$ cat config.mk
export PLATFORM = sky130hd
export DESIGN_NAME = tagged_update_ctrl
export DESIGN_NICKNAME = d
export VERILOG_FILES = /design/src/rtl/tagged_update_ctrl_pkg.sv /design/src/rtl/tagged_update_ctrl_lfsr.sv /design/src/rtl/tagged_update_ctrl.sv
export SDC_FILE = /design/constraint.sdc
export NUM_CORES = 1
export LEC_CHECK = 0
export CORE_ASPECT_RATIO = 0.9
export CORE_MARGIN = 2
export CORE_UTILIZATION = 40
export CTS_BUF_LIST = sky130_fd_sc_hd__clkbuf_8
export CTS_CLUSTER_SIZE = 20
export DETAILED_ROUTE_END_ITERATION = 12
export DONT_BUFFER_PORTS = 1
export PLACE_DENSITY = 0.61
export SLEW_MARGIN = 10
export SYNTH_ARGS = -nofsm -noshare
export SYNTH_HDL_FRONTEND = slang
export SYNTH_SLANG_ARGS = --single-unit
$ cat constraint.sdc
create_clock -name clk -period 3.29 [get_ports clk]
set_input_delay 0.1645 -clock clk [delete_from_list [all_inputs] [get_ports clk]]
set_output_delay 0.1645 -clock clk [all_outputs]
set_load 0.02 [all_outputs]
$ cat src/rtl/tagged_update_ctrl_pkg.sv
// Shared BPU definitions for the tagged-bank update controller:
// geometry, LFSR constants, controller states and the per-bank command bundle.
package tagged_update_ctrl_pkg;

   localparam int unsigned TABLE_NUM        = 4;
   localparam int unsigned PHT_DEPTH        = 2048;
   localparam int unsigned IDX_W            = $clog2(PHT_DEPTH);
   localparam int unsigned PHT_TAG_WIDTH    = 11;
   localparam int unsigned PHT_CTR_WIDTH    = 2;
   localparam int unsigned PHT_USEFUL_WIDTH = 3;
   localparam int unsigned TICK_WIDTH       = 3;
   localparam int unsigned BANK_W           = $clog2(TABLE_NUM);

   // Fibonacci taps 16,14,13,11 expressed as a bit mask over [15:0]
   localparam int unsigned             LFSR_WIDTH = 16;
   localparam logic [LFSR_WIDTH-1:0]   LFSR_TAPS  = 16'hB400;
   localparam logic [LFSR_WIDTH-1:0]   LFSR_SEED  = 16'hACE1;

   typedef enum logic {
      INIT = 1'b0,
      RUN  = 1'b1
   } ctrl_state_t;

   typedef struct packed {
      logic                        valid;
      logic                        update_ctr;
      logic                        inc_ctr;
      logic                        update_useful;
      logic                        inc_useful;
      logic                        realloc_entry;
      logic [PHT_CTR_WIDTH-1:0]    ctr_bits;
      logic [PHT_USEFUL_WIDTH-1:0] useful_bits;
      logic [PHT_TAG_WIDTH-1:0]    tag;
      logic [IDX_W-1:0]            index;
   } upd_cmd_t;

endpackage

$ cat src/rtl/tagged_update_ctrl_lfsr.sv
// Free-running Fibonacci LFSR; exposes the newest bit as a cheap random choice.
module tagged_update_ctrl_lfsr #(
   parameter int unsigned      WIDTH = 16,
   parameter logic [WIDTH-1:0] TAPS  = 16'hB400,
   parameter logic [WIDTH-1:0] SEED  = 16'hACE1
) (
   input  logic clk,
   input  logic rst,
   output logic lsb
);

   logic [WIDTH-1:0] value;
   logic             fb;

   assign fb  = ^(value & TAPS);
   assign lsb = value[0];

   always_ff @(posedge clk) begin
      if (rst) begin
         value <= SEED;
      end else begin
         value <= {value[WIDTH-2:0], fb};
      end
   end

endmodule

$ cat src/rtl/tagged_update_ctrl.sv
// TAGE tagged-bank update controller: power-on clear sweep, provider/alt
// selection, counter/useful updates, allocation and useful-bit aging.
module tagged_update_ctrl
   import tagged_update_ctrl_pkg::*;
(
   input  logic                                  clk,
   input  logic                                  rst,
   input  logic                                  req_valid_i,
   output logic                                  req_ready_o,
   input  logic                                  actual_taken_i,
   input  logic                                  base_taken_i,
   input  logic [TABLE_NUM-1:0]                  tag_hit_i,
   input  logic [TABLE_NUM*PHT_CTR_WIDTH-1:0]    ctr_bits_i,
   input  logic [TABLE_NUM*PHT_USEFUL_WIDTH-1:0] useful_bits_i,
   input  logic [TABLE_NUM*PHT_TAG_WIDTH-1:0]    query_tag_i,
   input  logic [TABLE_NUM*PHT_TAG_WIDTH-1:0]    origin_tag_i,
   input  logic [TABLE_NUM*IDX_W-1:0]            hit_index_i,
   output logic [TABLE_NUM-1:0]                  update_valid_o,
   output logic [TABLE_NUM-1:0]                  update_ctr_o,
   output logic [TABLE_NUM-1:0]                  inc_ctr_o,
   output logic [TABLE_NUM-1:0]                  update_useful_o,
   output logic [TABLE_NUM-1:0]                  inc_useful_o,
   output logic [TABLE_NUM-1:0]                  realloc_entry_o,
   output logic [TABLE_NUM*PHT_CTR_WIDTH-1:0]    update_ctr_bits_o,
   output logic [TABLE_NUM*PHT_USEFUL_WIDTH-1:0] update_useful_bits_o,
   output logic [TABLE_NUM*PHT_TAG_WIDTH-1:0]    update_tag_o,
   output logic [TABLE_NUM*IDX_W-1:0]            update_index_o,
   output logic                                  init_done_o
);

   ctrl_state_t                 state, state_next;
   logic [IDX_W-1:0]            sweep, sweep_next;
   logic [TICK_WIDTH-1:0]       tick, tick_next;
   logic                        lfsr_bit;
   logic                        accept;
   upd_cmd_t                    cmd_c [TABLE_NUM];
   upd_cmd_t                    cmd_q [TABLE_NUM];

   logic [PHT_CTR_WIDTH-1:0]    ctr    [TABLE_NUM];
   logic [PHT_USEFUL_WIDTH-1:0] useful [TABLE_NUM];
   logic [PHT_TAG_WIDTH-1:0]    qtag   [TABLE_NUM];
   logic [PHT_TAG_WIDTH-1:0]    otag   [TABLE_NUM];
   logic [IDX_W-1:0]            idx    [TABLE_NUM];

   logic                        has_prov, has_alt, prov_pred, alt_pred;
   logic                        mispred, alloc, found_lo, found_hi;
   logic [BANK_W-1:0]           prov, alt, cand_lo, cand_hi, chosen;

   tagged_update_ctrl_lfsr #(
      .WIDTH (LFSR_WIDTH),
      .TAPS  (LFSR_TAPS),
      .SEED  (LFSR_SEED)
   ) u_lfsr (
      .clk (clk),
      .rst (rst),
      .lsb (lfsr_bit)
   );

   assign accept = req_valid_i && req_ready_o;

   always_comb begin
      for (int i = 0; i < TABLE_NUM; i++) begin
         ctr[i]    = ctr_bits_i[i*PHT_CTR_WIDTH +: PHT_CTR_WIDTH];
         useful[i] = useful_bits_i[i*PHT_USEFUL_WIDTH +: PHT_USEFUL_WIDTH];
         qtag[i]   = query_tag_i[i*PHT_TAG_WIDTH +: PHT_TAG_WIDTH];
         otag[i]   = origin_tag_i[i*PHT_TAG_WIDTH +: PHT_TAG_WIDTH];
         idx[i]    = hit_index_i[i*IDX_W +: IDX_W];
      end
   end

   // Provider, alternate and allocation-candidate priority selection
   always_comb begin
      has_prov = 1'b0;
      prov     = '0;
      has_alt  = 1'b0;
      alt      = '0;
      found_lo = 1'b0;
      found_hi = 1'b0;
      cand_lo  = '0;
      cand_hi  = '0;
      for (int i = 0; i < TABLE_NUM; i++) begin
         if (tag_hit_i[i]) begin
            has_prov = 1'b1;
            prov     = BANK_W'(i);
         end
      end
      for (int i = 0; i < TABLE_NUM; i++) begin
         if (tag_hit_i[i] && has_prov && (BANK_W'(i) < prov)) begin
            has_alt = 1'b1;
            alt     = BANK_W'(i);
         end
      end
      prov_pred = ctr[prov][PHT_CTR_WIDTH-1];
      alt_pred  = has_alt ? ctr[alt][PHT_CTR_WIDTH-1] : base_taken_i;
      mispred   = (has_prov ? prov_pred : base_taken_i) != actual_taken_i;
      alloc     = mispred && (!has_prov || (prov != BANK_W'(TABLE_NUM-1)));
      for (int i = 0; i < TABLE_NUM; i++) begin
         if ((useful[i] == '0) && (!has_prov || (BANK_W'(i) > prov))) begin
            if (!found_lo) begin
               found_lo = 1'b1;
               cand_lo  = BANK_W'(i);
            end else if (!found_hi) begin
               found_hi = 1'b1;
               cand_hi  = BANK_W'(i);
            end
         end
      end
      chosen = (found_hi && lfsr_bit) ? cand_hi : cand_lo;
   end

   always_ff @(posedge clk) begin
      if (rst) begin
         state <= INIT;
      end else begin
         state <= state_next;
      end
   end

   // Next state, sweep/tick update and per-bank command generation
   always_comb begin
      state_next = state;
      sweep_next = sweep;
      tick_next  = tick;
      for (int i = 0; i < TABLE_NUM; i++) begin
         cmd_c[i] = '0;
      end
      case (state)
         INIT: begin
            for (int i = 0; i < TABLE_NUM; i++) begin
               cmd_c[i].realloc_entry = 1'b1;
               cmd_c[i].index         = sweep;
            end
            sweep_next = sweep + 1'b1;
            if (sweep == IDX_W'(PHT_DEPTH-1)) begin
               state_next = RUN;
            end
         end
         RUN: begin
            if (accept) begin
               for (int i = 0; i < TABLE_NUM; i++) begin
                  cmd_c[i].ctr_bits    = ctr[i];
                  cmd_c[i].useful_bits = useful[i];
                  cmd_c[i].tag         = otag[i];
                  cmd_c[i].index       = idx[i];
               end
               if (has_prov) begin
                  cmd_c[prov].update_ctr = 1'b1;
                  cmd_c[prov].inc_ctr    = actual_taken_i;
                  if (prov_pred != alt_pred) begin
                     cmd_c[prov].update_useful = 1'b1;
                     cmd_c[prov].inc_useful    = (prov_pred == actual_taken_i);
                  end
               end
               if (alloc) begin
                  if (found_lo) begin
                     cmd_c[chosen].realloc_entry = 1'b1;
                     cmd_c[chosen].tag           = qtag[chosen];
                  end else if (tick == {TICK_WIDTH{1'b1}}) begin
                     // Repeated allocation failures: age every bank above the provider
                     tick_next = '0;
                     for (int i = 0; i < TABLE_NUM; i++) begin
                        if (!has_prov || (BANK_W'(i) > prov)) begin
                           cmd_c[i].update_useful = 1'b1;
                           cmd_c[i].inc_useful    = 1'b0;
                        end
                     end
                  end else begin
                     tick_next = tick + 1'b1;
                  end
               end
            end
         end
         default: state_next = INIT;
      endcase
      for (int i = 0; i < TABLE_NUM; i++) begin
         cmd_c[i].valid = cmd_c[i].update_ctr | cmd_c[i].update_useful |
                          cmd_c[i].realloc_entry;
      end
   end

   always_ff @(posedge clk) begin
      if (rst) begin
         sweep       <= '0;
         tick        <= '0;
         req_ready_o <= 1'b0;
         init_done_o <= 1'b0;
         for (int i = 0; i < TABLE_NUM; i++) begin
            cmd_q[i] <= '0;
         end
      end else begin
         sweep       <= sweep_next;
         tick        <= tick_next;
         req_ready_o <= (state == RUN);
         init_done_o <= (state == RUN);
         for (int i = 0; i < TABLE_NUM; i++) begin
            cmd_q[i] <= cmd_c[i];
         end
      end
   end

   always_comb begin
      for (int i = 0; i < TABLE_NUM; i++) begin
         update_valid_o[i]  = cmd_q[i].valid;
         update_ctr_o[i]    = cmd_q[i].update_ctr;
         inc_ctr_o[i]       = cmd_q[i].inc_ctr;
         update_useful_o[i] = cmd_q[i].update_useful;
         inc_useful_o[i]    = cmd_q[i].inc_useful;
         realloc_entry_o[i] = cmd_q[i].realloc_entry;
         update_ctr_bits_o[i*PHT_CTR_WIDTH +: PHT_CTR_WIDTH]          = cmd_q[i].ctr_bits;
         update_useful_bits_o[i*PHT_USEFUL_WIDTH +: PHT_USEFUL_WIDTH] = cmd_q[i].useful_bits;
         update_tag_o[i*PHT_TAG_WIDTH +: PHT_TAG_WIDTH]               = cmd_q[i].tag;
         update_index_o[i*IDX_W +: IDX_W]                             = cmd_q[i].index;
      end
   end

endmodule

==> impl_metrics.yaml <==
outcome:
  status: "finished, final reports clean"
global_routing:
  track_usage_pct: 22.5
  antenna_found_initial: 0
  grt_pass1_wl_um: 27600
  grt_max_degree: 47
  overflow: 0
  grt_pass1_vias: 5084
clocking:
  clkTransAtPathRegs_ns: 0.09
  cts_tree: "yes"
  clock-sinks: 164
  numCtsBuffers: 17
  cts_buffer_depth: 2
  clock-root-buffer: "clkbuf_8"
  htreeDepth: 4
  clk_latency_ns: 0.46
floorplanning:
  fp.dieW_um: 132
  die-height_um: 120
  start_util_pct: 40.6
  io_pins: 295
  die_area_mm2: 0.0158
  core_mm2: 0.0146
  rows: 42
power:
  seqPwrFrac_pct: 55.6
  p_leak_nw: 3.35
  powerDensity_mw_per_mm2: 454
  peakVddDrop_v: 0.000274
  power_frac_comb_pct: 8.7
  swShare_pct: 25.2
  p_int_mw: 2.76
  p_clk_share_pct: 35.7
  finalPower_mw: 3.69
  p_sw_uw: 932
critical_path:
  cp_data_arrival_time_ns: 3.49
  critPathKind: "in2reg"
  critPathLaunch: "tag_hit_i[1]"
  worstReg2RegStart: "u_lfsr.value[0]"
  endpoint_kind: "flip-flop"
  r2r_setup_slack_ns: 0.58
  reg2reg_depth: 9
  worst_ep_required_time_ns: 3.63
  crit_fanout: 7
  r2r-end: "cmd_q[0][80]"
  cp-start-kind: "primary input"
sta:
  rsz0062_at_grt: "no"
  timing.hold.ws_ns: 0.0232
  max_freq_mhz: 318
  hold_viol_final: 0
  post-route-period-util_pct: 95.5
  finalCriticalPeriod_ns: 3.14
  slew_violations: 0
  clock_skew_ns: 0.0167
  setup_tns_ns: 0
  max_slew_margin_pct: 32.0
  setup_viol: 0
  worst_slew_pin_slew_ns: 1.02
hold_path:
  min-delay-start: "query_tag_i[8]"
  hold_depth: 2
  hp-class: "in2reg"
  hold_path_end: "cmd_q[0][19]"
synthesis:
  syn-num-nets: 735
  synth_flop_cell: "dfxtp_1"
  synth-edff-count: 0
  synth_top_family_by_area: "simple AND/OR/NAND/NOR gates"
  async_flop_share_pct: 0
  ys_types: 53
  syn_inst: 566
  synth_xor_xnor_area_share_pct: 2.21
  synth_mux_area_share_pct: 8.05
  avgSynthCellArea_um2: 10.5
  synth-seq-cells: 164
  synth_compound_area_share_pct: 13.2
  ys_seq_area_share_pct: 55.3
  yosys.area_share.simple_pct: 15.4
  ys_warn_count: 0
  synthAdderAreaFrac_pct: 2.02
  synth_area_mm2: 0.00594
place:
  port_buffers: 0
  place.gp.congestion: 0.852
  hpwl_um: 10900
  place_area_mm2: 0.00615
detailed_routing:
  first_pass_iters: 4
  ant_nets: 0
  via_per_inst: 5.26
  wl_per_cell_um: 19.8
  drt-total-wl_um: 18300
  via_count: 4857
  drc: 0
  drt-initial-drc-count: 236
final_layout:
  mostFrequentLayoutCell: "dfxtp_1"
  nets: 882
  drive_gt1_share_pct: 12.3
  syn_to_final_growth_pct: 37.1
  diodes: 0
  final_cell_mix: "164 x dfxtp_1, 145 x dlygate4sd3_1, 74 x nor2_1, 44 x a22o_1, 41 x mux2i_1"
  fillers: 1244
  final_area_mm2: 0.00814
flow_run:
  cap_violations: 0
## per-stage QoR
stage,std cells,worst slack [ns],util [%]
after global routing,924,0.0698,55.7
after CTS,916,0.0172,54.8
after global placement,735,0.0700,42.1
after floorplan,566,0.0358,-
after detailed placement,735,-0.0880,42.1
final,924,0.147,55.7
## power by group through the flow
stage / logic [mW] / clock network [mW] / registers, mW
floorplan: 0.133 / 0 / 2.09
global placement: 0.143 / 0 / 2.10
detailed placement: 0.147 / 0 / 2.10
CTS: 0.301 / 1.34 / 2.05
global route: 0.348 / 1.43 / 2.06
finish: 0.322 / 1.32 / 2.05
## layout make-up
type / instances / area [µm²] / share of cell area (%)
flip-flops and latches: 164 / 3280 / 40.3
multi-input cells: 351 / 2520 / 31.0
inverters: 11 / 41.3 / 0.507
well taps: 198 / 248 / 3.04
clock inverters: 14 / 105 / 1.29
repair buffers: 168 / 1690 / 20.8
clock buffers: 18 / 248 / 3.04
## kinds of logic after synthesis
family,count (synthesis)
AO/OA/AOI/OAI,99
adder cells (fa/ha/maj),10
multiplexers,47
buffers and inverters,51
flip-flops,164
XOR/XNOR,15
AND/OR/NAND/NOR,180
## how the worst max path moves through the flow
stage	to	slack (ns)
final	cmd_q[0][118]	0.15
after global routing	cmd_q[0][118]	0.07
after CTS	cmd_q[0][80]	0.02
after detailed placement	cmd_q[0][44]	-0.09
after global placement	cmd_q[0][45]	0.07
after floorplan	cmd_q[0][48]	0.04
## registers in the layout (all words and copies together), names as in the netlist
register / count
cmd_q: 132
init_done_o: 1
state: 1
sweep: 11
tick: 3
u_lfsr.value: 16
## synth_stat cells, types with 6 or more instances
library cell / count / area [µm²]
clkbuf_1: 28 / 105
a22o_1: 44 / 385
or2_2: 10 / 62.6
mux2_2: 6 / 67.6
xor2_1: 9 / 78.8
and2_1: 19 / 119
a21oi_1: 15 / 75.1
mux2i_1: 41 / 410
a211oi_1: 10 / 75.1
o22ai_1: 7 / 43.8
nand2b_1: 6 / 37.5
nand3_1: 12 / 60.1
xnor2_1: 6 / 52.6
nor2b_1: 10 / 62.6
ha_1: 8 / 100
inv_1: 11 / 41.3
or2_0: 7 / 43.8
nor2_1: 75 / 282
dfxtp_1: 164 / 3280
nand2_1: 18 / 67.6
## per-layer routing
metal	vias to the layer above	wire length (µm)	global-route usage, %
met5	-	0	0
met4	0	499	8.67
met3	36	1330	7.27
met2	233	9640	41.4
met1	2341	6820	23.7
li1	2247	-	-
## worst max-delay path, cell delays in order
cell and delay [ns]:
dlymetal6s4s_1 0.27, or3_4 0.42, nor4_4 0.29, buf_4 0.18, ha_2 0.18, nor2_1 0.08
a41oi_1 0.20, nor2_1 0.10, a221o_2 0.37, buf_12 0.17, mux2_2 0.27, dlygate4sd3_1 0.58
mux2i_1 0.17, nor2_1 0.05
## timing repair
item,in CTS,in global routing
hold buffers,149,0
resized for setup,0,14
endpoints found under the hold margin,159,0
buffers inserted,0,8
endpoints found under the setup margin,0,15
Note: power is estimated with default switching activity, not from simulation.
